File: config.mk
export PLATFORM = sky130hd
export DESIGN_NAME = enabled_valid_pipe
export DESIGN_NICKNAME = d
export VERILOG_FILES = /design/src/rtl/enabled_valid_pipe_pkg.sv /design/src/rtl/enabled_valid_stage.sv /design/src/rtl/enabled_valid_pipe.sv
export SDC_FILE = /design/constraint.sdc
export NUM_CORES = 1
export LEC_CHECK = 0
export CAP_MARGIN = 20
export CORE_MARGIN = 5
export CORE_UTILIZATION = 44
export CTS_CLUSTER_DIAMETER = 80
export CTS_CLUSTER_SIZE = 16
export DETAILED_ROUTE_END_ITERATION = 12
export PLACE_DENSITY_LB_ADDON = 0.2
export SKIP_CTS_REPAIR_TIMING = 1
export SLEW_MARGIN = 20
export SYNTH_ARGS = -nofsm -noshare
export SYNTH_HDL_FRONTEND = slang
export SYNTH_SLANG_ARGS = --single-unit
File: constraint.sdc
create_clock -name clk -period 1.8 [get_ports clk]
set_clock_uncertainty 0.15 [all_clocks]
set_input_delay 0.36 -clock clk [delete_from_list [all_inputs] [get_ports clk]]
set_output_delay 0.36 -clock clk [all_outputs]
set_load 0.02 [all_outputs]
File: src/rtl/enabled_valid_pipe_pkg.sv
`default_nettype none
// ============================================================================
// Module   : enabled_valid_pipe_pkg
// Brief    : Shared defaults and occupancy width helper for enabled_valid_pipe.
// Revision : 1.0 - initial release
// ============================================================================
package enabled_valid_pipe_pkg;

   localparam int c_DEF_WIDTH = 8;
   localparam int c_DEF_DEPTH = 2;
   localparam int c_DEF_CNT_W = 8;

   // Occupancy must represent 0..depth inclusive.
   function automatic int occ_width(input int depth);
      return $clog2(depth + 1);
   endfunction

endpackage
`default_nettype wire

File: src/rtl/enabled_valid_stage.sv
`default_nettype none
// ============================================================================
// Module   : enabled_valid_stage
// Brief    : One clock-enabled valid/data register stage of the elastic pipe.
// Revision : 1.0 - initial release
// ============================================================================
module enabled_valid_stage
   import enabled_valid_pipe_pkg::*;
#(
   parameter int WIDTH = c_DEF_WIDTH
) (
   input  logic             clk,
   input  logic             reset,
   input  logic             en,
   input  logic             up_valid_i,
   input  logic [WIDTH-1:0] up_data_i,
   input  logic             dn_ready_i,
   output logic             valid_o,
   output logic [WIDTH-1:0] data_o
);

   typedef struct packed {
      logic             valid;
      logic [WIDTH-1:0] data;
   } stage_t;

   stage_t stage_q;
   stage_t stage_d;
   logic   w_move;
   logic   w_load;

   assign w_move = en & stage_q.valid & dn_ready_i;
   assign w_load = en & (~stage_q.valid | w_move);

   always_comb begin
      stage_d = stage_q;
      if (w_load) begin
         stage_d.valid = up_valid_i;
         // Data register only captures real items.
         if (up_valid_i) begin
            stage_d.data = up_data_i;
         end
      end
   end

   always_ff @(posedge clk or posedge reset) begin
      if (reset) begin
         stage_q <= '0;
      end else begin
         stage_q <= stage_d;
      end
   end

   assign valid_o = stage_q.valid;
   assign data_o  = stage_q.data;

endmodule
`default_nettype wire

File: src/rtl/enabled_valid_pipe.sv
`default_nettype none
// ============================================================================
// Module   : enabled_valid_pipe
// Brief    : DEPTH-stage clock-enabled valid/ready pipe with occupancy output.
//            Define ENABLED_PIPE_STALL_CNT_EN to add the saturating stall_cnt.
// Revision : 1.0 - initial release
// ============================================================================
module enabled_valid_pipe
   import enabled_valid_pipe_pkg::*;
#(
   parameter int WIDTH = c_DEF_WIDTH,
   parameter int DEPTH = c_DEF_DEPTH,
   parameter int CNT_W = c_DEF_CNT_W
) (
   input  logic                            clk,
   input  logic                            reset,
   input  logic                            en,
   input  logic                            in_valid,
   output logic                            in_ready,
   input  logic [WIDTH-1:0]                in_data,
   output logic                            out_valid,
   input  logic                            out_ready,
   output logic [WIDTH-1:0]                out_data,
   output logic [occ_width(DEPTH)-1:0]     occupancy
`ifdef ENABLED_PIPE_STALL_CNT_EN
   ,
   output logic [CNT_W-1:0]                stall_cnt
`endif
);

   localparam int c_OCC_W = occ_width(DEPTH);

   if (WIDTH < 1 || DEPTH < 1 || CNT_W < 1) begin : g_bad_params
      $error("enabled_valid_pipe: WIDTH, DEPTH and CNT_W must all be >= 1");
   end

   logic [DEPTH-1:0] w_v;
   logic [DEPTH-1:0] w_dn;
   logic [WIDTH-1:0] w_d [DEPTH];
   logic             w_acc;
   logic             w_push;
   logic             w_pop;
   logic [c_OCC_W-1:0] occ_q;
   logic [c_OCC_W-1:0] occ_d;

   // Ready ripples from the consumer back to the producer; it is rebuilt here
   // from the registered valids so no combinational path loops between stages.
   always_comb begin
      w_dn  = '0;
      w_acc = out_ready;
      for (int i = DEPTH - 1; i >= 0; i--) begin
         w_dn[i] = w_acc;
         w_acc   = en & (~w_v[i] | w_acc);
      end
   end

   assign in_ready = w_acc;

   for (genvar i = 0; i < DEPTH; i++) begin : g_stage
      logic             w_up_v;
      logic [WIDTH-1:0] w_up_d;

      if (i == 0) begin : g_head
         assign w_up_v = in_valid;
         assign w_up_d = in_data;
      end else begin : g_body
         assign w_up_v = w_v[i-1];
         assign w_up_d = w_d[i-1];
      end

      enabled_valid_stage #(
         .WIDTH (WIDTH)
      ) u_stage (
         .clk        (clk),
         .reset      (reset),
         .en         (en),
         .up_valid_i (w_up_v),
         .up_data_i  (w_up_d),
         .dn_ready_i (w_dn[i]),
         .valid_o    (w_v[i]),
         .data_o     (w_d[i])
      );
   end

   assign out_valid = en & w_v[DEPTH-1];
   assign out_data  = w_d[DEPTH-1];

   assign w_push = in_valid & in_ready;
   assign w_pop  = out_valid & out_ready;

   always_comb begin
      occ_d = occ_q;
      if (w_push && !w_pop) begin
         occ_d = occ_q + 1'b1;
      end else if (!w_push && w_pop) begin
         occ_d = occ_q - 1'b1;
      end
   end

   always_ff @(posedge clk or posedge reset) begin
      if (reset) begin
         occ_q <= '0;
      end else begin
         occ_q <= occ_d;
      end
   end

   assign occupancy = occ_q;

`ifdef ENABLED_PIPE_STALL_CNT_EN
   logic [CNT_W-1:0] stall_q;
   logic [CNT_W-1:0] stall_d;

   always_comb begin
      stall_d = stall_q;
      if (en && w_v[DEPTH-1] && !out_ready && !(&stall_q)) begin
         stall_d = stall_q + 1'b1;
      end
   end

   always_ff @(posedge clk or posedge reset) begin
      if (reset) begin
         stall_q <= '0;
      end else begin
         stall_q <= stall_d;
      end
   end

   assign stall_cnt = stall_q;
`endif

endmodule
`default_nettype wire

==> results of run 1 <==
-- kinds of logic after synthesis --
logic type,Yosys count
flops,20
simple gates,9
fa+ha+maj,1
xor+xnor,3
mux,16
buf+inv,2
compound gates,4
-- critical path, stage by stage (launching register included) --
cell and delay, ns:
dfrtp_1 0.41, nor2b_4 0.13, buf_4 0.15, a21oi_4 0.15, ha_1 0.17, xor2_1 0.19, nor2_2 0.06, xor2_1 0.14
-- metal layers --
metal	GRT usage	up-vias
li1	-	259
met1	0.138	270
met2	0.223	16
met3	0.0394	2
met4	0.0511	0
met5	0	-
-- synthesized netlist by cell type --
master and instances:
dfrtp_1 20, mux2_2 16, nand2_1 5, inv_1 2, xor2_1 2, a21oi_1 1
a21oi_4 1, a22o_2 1, and2_2 1, ha_1 1, nor2_1 1, nor2_4 1
nor2b_4 1, o21ai_0 1, xnor2_1 1
-- cell type report --
type / count / area, µm²
timing repair buffer: 32 / 328
fill: 145 / 543
sequential: 20 / 500
clock buffer: 3 / 22.5
tap: 25 / 31.3
inverter: 2 / 7.51
multi-input combinational: 33 / 313
-- flip-flops by register name, indices dropped and copies added, names as in the netlist --
signal,flops
g_stage.u_stage.data_o,16
occupancy,2
g_stage.u_stage.valid_o,2
-- metrics by stage --
step	total power [mW]	utilization	area, µm²	worst slack [ns]	setup TNS, ns
2_1_floorplan	0.990	-	818	0.239	0
3_3_place_gp	1.28	0.659	1150	-0.390	-4.48
3_5_place_dp	1.30	0.659	1150	-0.399	-5.00
4_1_cts	1.51	0.672	1170	-0.398	-0.833
5_1_grt	1.55	0.689	1200	0.0404	0
6_report	1.46	0.689	1200	0.132	0
-- power by group through the flow --
stage | combinational [mW] | clock [mW] | sequential [mW]
5_1_grt | 0.628 | 0.231 | 0.690
6_report | 0.589 | 0.198 | 0.668
2_1_floorplan | 0.189 | 0 | 0.801
3_3_place_gp | 0.606 | 0 | 0.675
4_1_cts | 0.622 | 0.209 | 0.674
3_5_place_dp | 0.620 | 0 | 0.682
-- how the worst min path moves through the flow --
stage	startpoint	end	slack [ns]	depth (start not counted)
3_5_place_dp	occupancy[1]	occupancy[1]	0.33	1
3_3_place_gp	occupancy[1]	occupancy[1]	0.31	1
6_report	reset	g_stage[1].u_stage.data_o[4]	0.23	3
5_1_grt	reset	g_stage[1].u_stage.data_o[4]	0.23	3
4_1_cts	reset	occupancy[1]	0.23	3
2_1_floorplan	reset	g_stage[0].u_stage.data_o[0]	0.17	1
==> summary.txt, run 1 <==
Clocking
  • Worst-Skew Late Latency: 0.29 ns
  • Root Buffer: clkbuf_4
  • Clk sink count: 20
  • Clock tree from TritonCTS: done
  • CTS Buf Count: 3
  • H-tree levels: 1
  • Clock Path Buffers: 2
  • Clk slew on worst S/H paths: 0.10 ns

Power
  • Sw frac: 0.320
  • Pwr dens: 1210 mW/mm²
  • Power share of the combinational group: 0.405
  • Leak: 0.639 nW
  • Seq pwr share: 0.459
  • NetSw: 0.466 mW
  • Clock Power Share: 0.136
  • VDD IR max: 0.000706 V
  • Cell-internal power: 0.989 mW

Critical path
  • CP max FO: 3
  • R2R Path End: occupancy[1]
  • CP endpoint: occupancy[1]
  • Worst EP required: 1.83 ns
  • Reg2reg start: g_stage[1].u_stage.valid_o
  • CP arrival: 1.70 ns
  • R2R Setup Slk: 0.13 ns
  • CP Launch Point: g_stage[1].u_stage.valid_o
  • Setup crit end kind: register
  • Kind of critical path: register to register
  • FF-to-FF path depth: 7
  • CP startpoint kind: register

Place
  • GP Congestion: 0.709
  • Placed insts: 112
  • Buffers on Ports: 24
  • DP HPWL: 1170 µm

Route
  • WL met2: 782 µm
  • DR DRC count: 0
  • Drt first pass iters: 3
  • Met3 Routed Length: 92 µm
  • Post-DR wirelength/cell: 13.1 µm
  • Final ANT Viol Nets: 0
  • Via count: 547
  • Initial DRC Count: 2
  • Top Layer Used: met4
  • M1 WL: 608 µm
  • Vias per inst: 4.76
  • Drt total wl: 1500 µm

Layout
  • Layout cells sized above 1: 0.378
  • Antenna cells: 0
  • Synthesis-to-layout area growth: 46.9%
  • Commonest cells after routing, fill and taps aside: dfrtp_1, mux2_2, dlymetal6s2s_1, clkdlybuf4s50_1, buf_4
  • Nets: 106
  • Most common cell after layout, fill and taps aside: dfrtp_1
  • Post-Layout Cell Count: 115

Die
  • Die height: 53.1 µm
  • Die area: 0.00282 mm²
  • Core ar.: 0.00175 mm²
  • Initial Util: 0.469
  • FP Rows: 15
  • Chip Width: 53.1 µm
  • Boundary Pins: 25

STA
  • Final setup violating endpoints: 0
  • Hold Vio Cnt, Final: 0
  • Clock period minus final worst setup slack: 1.67 ns
  • Slew of the pin with the lowest slew margin: 0.264 ns
  • Crit share post-route: 0.927
  • RSZ-0062 raised after global routing: false
  • WHS: 0.229 ns
  • Peak Freq: 599 MHz
  • Max-slew violation count: 0
  • Slew margin rel.: 0.824

Run status
  • Status: completed

Global route
  • GRT Total Usage: 0.126
  • Largest net degree at the start of global routing: 21
  • Number of global-route vias before repair: 602
  • Grt ovf: 0
  • First-pass GRT wire length: 2500 µm
  • Initial antenna violation count: 0

Synth
  • Post-synthesis mux area share: 0.220
  • Synth area leader: dfrtp_1
  • Syn_nets: 69
  • Adder-cell area share of the yosys netlist: 0.0153
  • Mean post-synth cell area: 14.9 µm²
  • Synthesized netlist cell count: 55
  • Seq/Total Area, Yosys: 0.612
  • Post-Synth XOR/XNOR Area: 0.0321
  • Cell area after synthesis: 818 µm²
  • Area contributors post-synth: dfrtp_1, mux2_2, nand2_1
  • Synthesized flop and latch total: 20
  • Post-Synth Simple-Gate Area: 0.0673
  • Netlist cell types: 15
  • Fraction of the mapped netlist area in compound gates: 0.0443
  • Synth top area share: 0.612
  • Main combinational cell family by area after synthesis: multiplexers
  • Synth Warn #: 0

Worst hold path
  • Worst Hold Class: primary input to asynchronous set/reset pin

Flow run
  • # Max-Cap Violations: 0
No activity file was read; power rests on OpenSTA's default activity.
==> run 2, diff against run 1 <==
--- a/config.mk
+++ b/config.mk
@@ -13,6 +13,7 @@
 export DETAILED_ROUTE_END_ITERATION = 12
 export PLACE_DENSITY_LB_ADDON = 0.2
 export SKIP_CTS_REPAIR_TIMING = 1
+export SKIP_LAST_GASP = 1
 export SLEW_MARGIN = 20
 export SYNTH_ARGS = -nofsm -noshare
 export SYNTH_HDL_FRONTEND = slang
==> summary.txt, run 2 (same netlist as run 1, synthesis figures left out) <==
STA
  • Slew margin rel.: 0.824
  • Final setup violating endpoints: 0
  • Hold Vio Cnt, Final: 0
  • RSZ-0062 raised after global routing: true
  • Max-slew violation count: 0
  • Clock period minus final worst setup slack: 1.70 ns
  • Slew of the pin with the lowest slew margin: 0.264 ns
  • WHS: 0.229 ns
  • Peak Freq: 587 MHz
  • Final setup margin: 0.0954 ns
  • Crit share post-route: 0.947

Place
  • Pre-CTS setup slack: -0.399 ns
  • Placed insts: 112
  • DP HPWL: 1170 µm
  • GP Congestion: 0.709
  • Buffers on Ports: 24

Layout
  • Nets: 106
  • Layout cells sized above 1: 0.367
  • Fill cell count: 143
  • Most common cell after layout, fill and taps aside: dfrtp_1
  • Synthesis-to-layout area growth: 47.9%
  • Commonest cells after routing, fill and taps aside: dfrtp_1, mux2_2, dlymetal6s2s_1, clkdlybuf4s50_1, buf_4
  • Antenna cells: 0
  • Post-Layout Cell Count: 115
  • Max reg flops: 16

Global route
  • First-pass GRT wire length: 2500 µm
  • Largest net degree at the start of global routing: 21
  • GRT Total Usage: 0.126
  • Grt ovf: 0
  • Number of global-route vias before repair: 602
  • Initial antenna violation count: 0

Critical path
  • Setup crit end kind: primary output
  • CP max FO: 3
  • CP arrival: 1.19 ns
  • CP startpoint kind: register
  • Kind of critical path: register to primary output
  • Worst EP required: 1.29 ns

Power
  • VDD IR max: 0.000706 V
  • NetSw: 0.466 mW
  • Seq pwr share: 0.458
  • Cell-internal power: 0.991 mW
  • Power Total: 1.46 mW
  • Leak: 0.649 nW
  • Power share of the combinational group: 0.406
  • Clock Power Share: 0.136
  • Sw frac: 0.320
  • Pwr dens: 1200 mW/mm²

Clocking
  • H-tree levels: 1
  • Clk slew on worst S/H paths: 0.10 ns
  • Clock Path Buffers: 2
  • Worst-Skew Late Latency: 0.29 ns
  • CTS Buf Count: 3
  • Clock tree from TritonCTS: done
  • Root Buffer: clkbuf_4
  • Clk sink count: 20

Flow run
  • # Max-Cap Violations: 0

Route
  • Drt first pass iters: 3
  • Via count: 547
  • Drt total wl: 1500 µm
  • Post-DR wirelength/cell: 13.1 µm
  • Final ANT Viol Nets: 0
  • Vias per inst: 4.76
  • DR DRC count: 0
  • Initial DRC Count: 2

Die
  • FP Rows: 15
  • Die area: 0.00282 mm²
  • Core ar.: 0.00175 mm²
  • Chip Width: 53.1 µm
  • Boundary Pins: 25
  • Die height: 53.1 µm
  • Initial Util: 0.469

Worst hold path
  • Worst Hold Class: primary input to asynchronous set/reset pin

Run status
  • Status: completed
==> run 2: changes by cell type in the layout (fill, tap and decap cells not counted) <==
cell	change
clkbuf_2	-1
dlymetal6s2s_1	+1
==> run 2: worst paths after layout <==
check                                            from                           end  slack (ns)  depth (start not counted)
max                        g_stage[1].u_stage.valid_o                      in_ready         0.1                          3
min                                             reset  g_stage[1].u_stage.data_o[4]        0.23                          3
max reg2reg                g_stage[1].u_stage.valid_o                  occupancy[1]        0.13                          7
min reg2reg                              occupancy[1]                  occupancy[1]        0.34                          1
max in group asynchronous                       reset  g_stage[0].u_stage.data_o[5]        1.07                          3
min in group clk                                   en    g_stage[0].u_stage.valid_o        0.33                          4
==> run 2: final cells by class <==
| type | count | area [µm²] | share of cell area |
|---|---|---|---|
| multi-input combinational | 33 | 313 | 0.259 |
| inverter | 2 | 7.51 | 0.00620 |
| timing repair buffer | 32 | 335 | 0.277 |
| tap | 25 | 31.3 | 0.0259 |
| sequential | 20 | 500 | 0.414 |
| clock buffer | 3 | 22.5 | 0.0186 |
==> run 2: layer usage <==
metal,up-vias,track usage,share of wire
li1,259,-,-
met1,270,0.138,0.40
met2,16,0.223,0.52
met3,2,0.0394,0.061
met4,0,0.0511,0.013
met5,-,0,0
==> run 2: critical path, cell delays in order (launching register included) <==
cell	delay (ns)
dfrtp_1	0.41
nor2b_4	0.13
a21oi_1	0.12
dlymetal6s2s_1	0.23
==> run 2: power by group through the flow <==
stage                     Clock (mW)  Combinational, mW  Sequential (mW)
after detailed placement           0              0.620            0.682
after global routing           0.231              0.629            0.690
after global placement             0              0.606            0.675
after floorplan                    0              0.189            0.801
after CTS                      0.209              0.622            0.674
final                          0.198              0.591            0.668
==> run 2: stage by stage <==
stage / area, µm² / util / TNS (ns)
finish: 1210 / 0.693 / 0
global route: 1210 / 0.693 / -0.00602
CTS: 1170 / 0.672 / -0.833
detailed placement: 1150 / 0.659 / -5.00
global placement: 1150 / 0.659 / -4.48
floorplan: 818 / - / 0
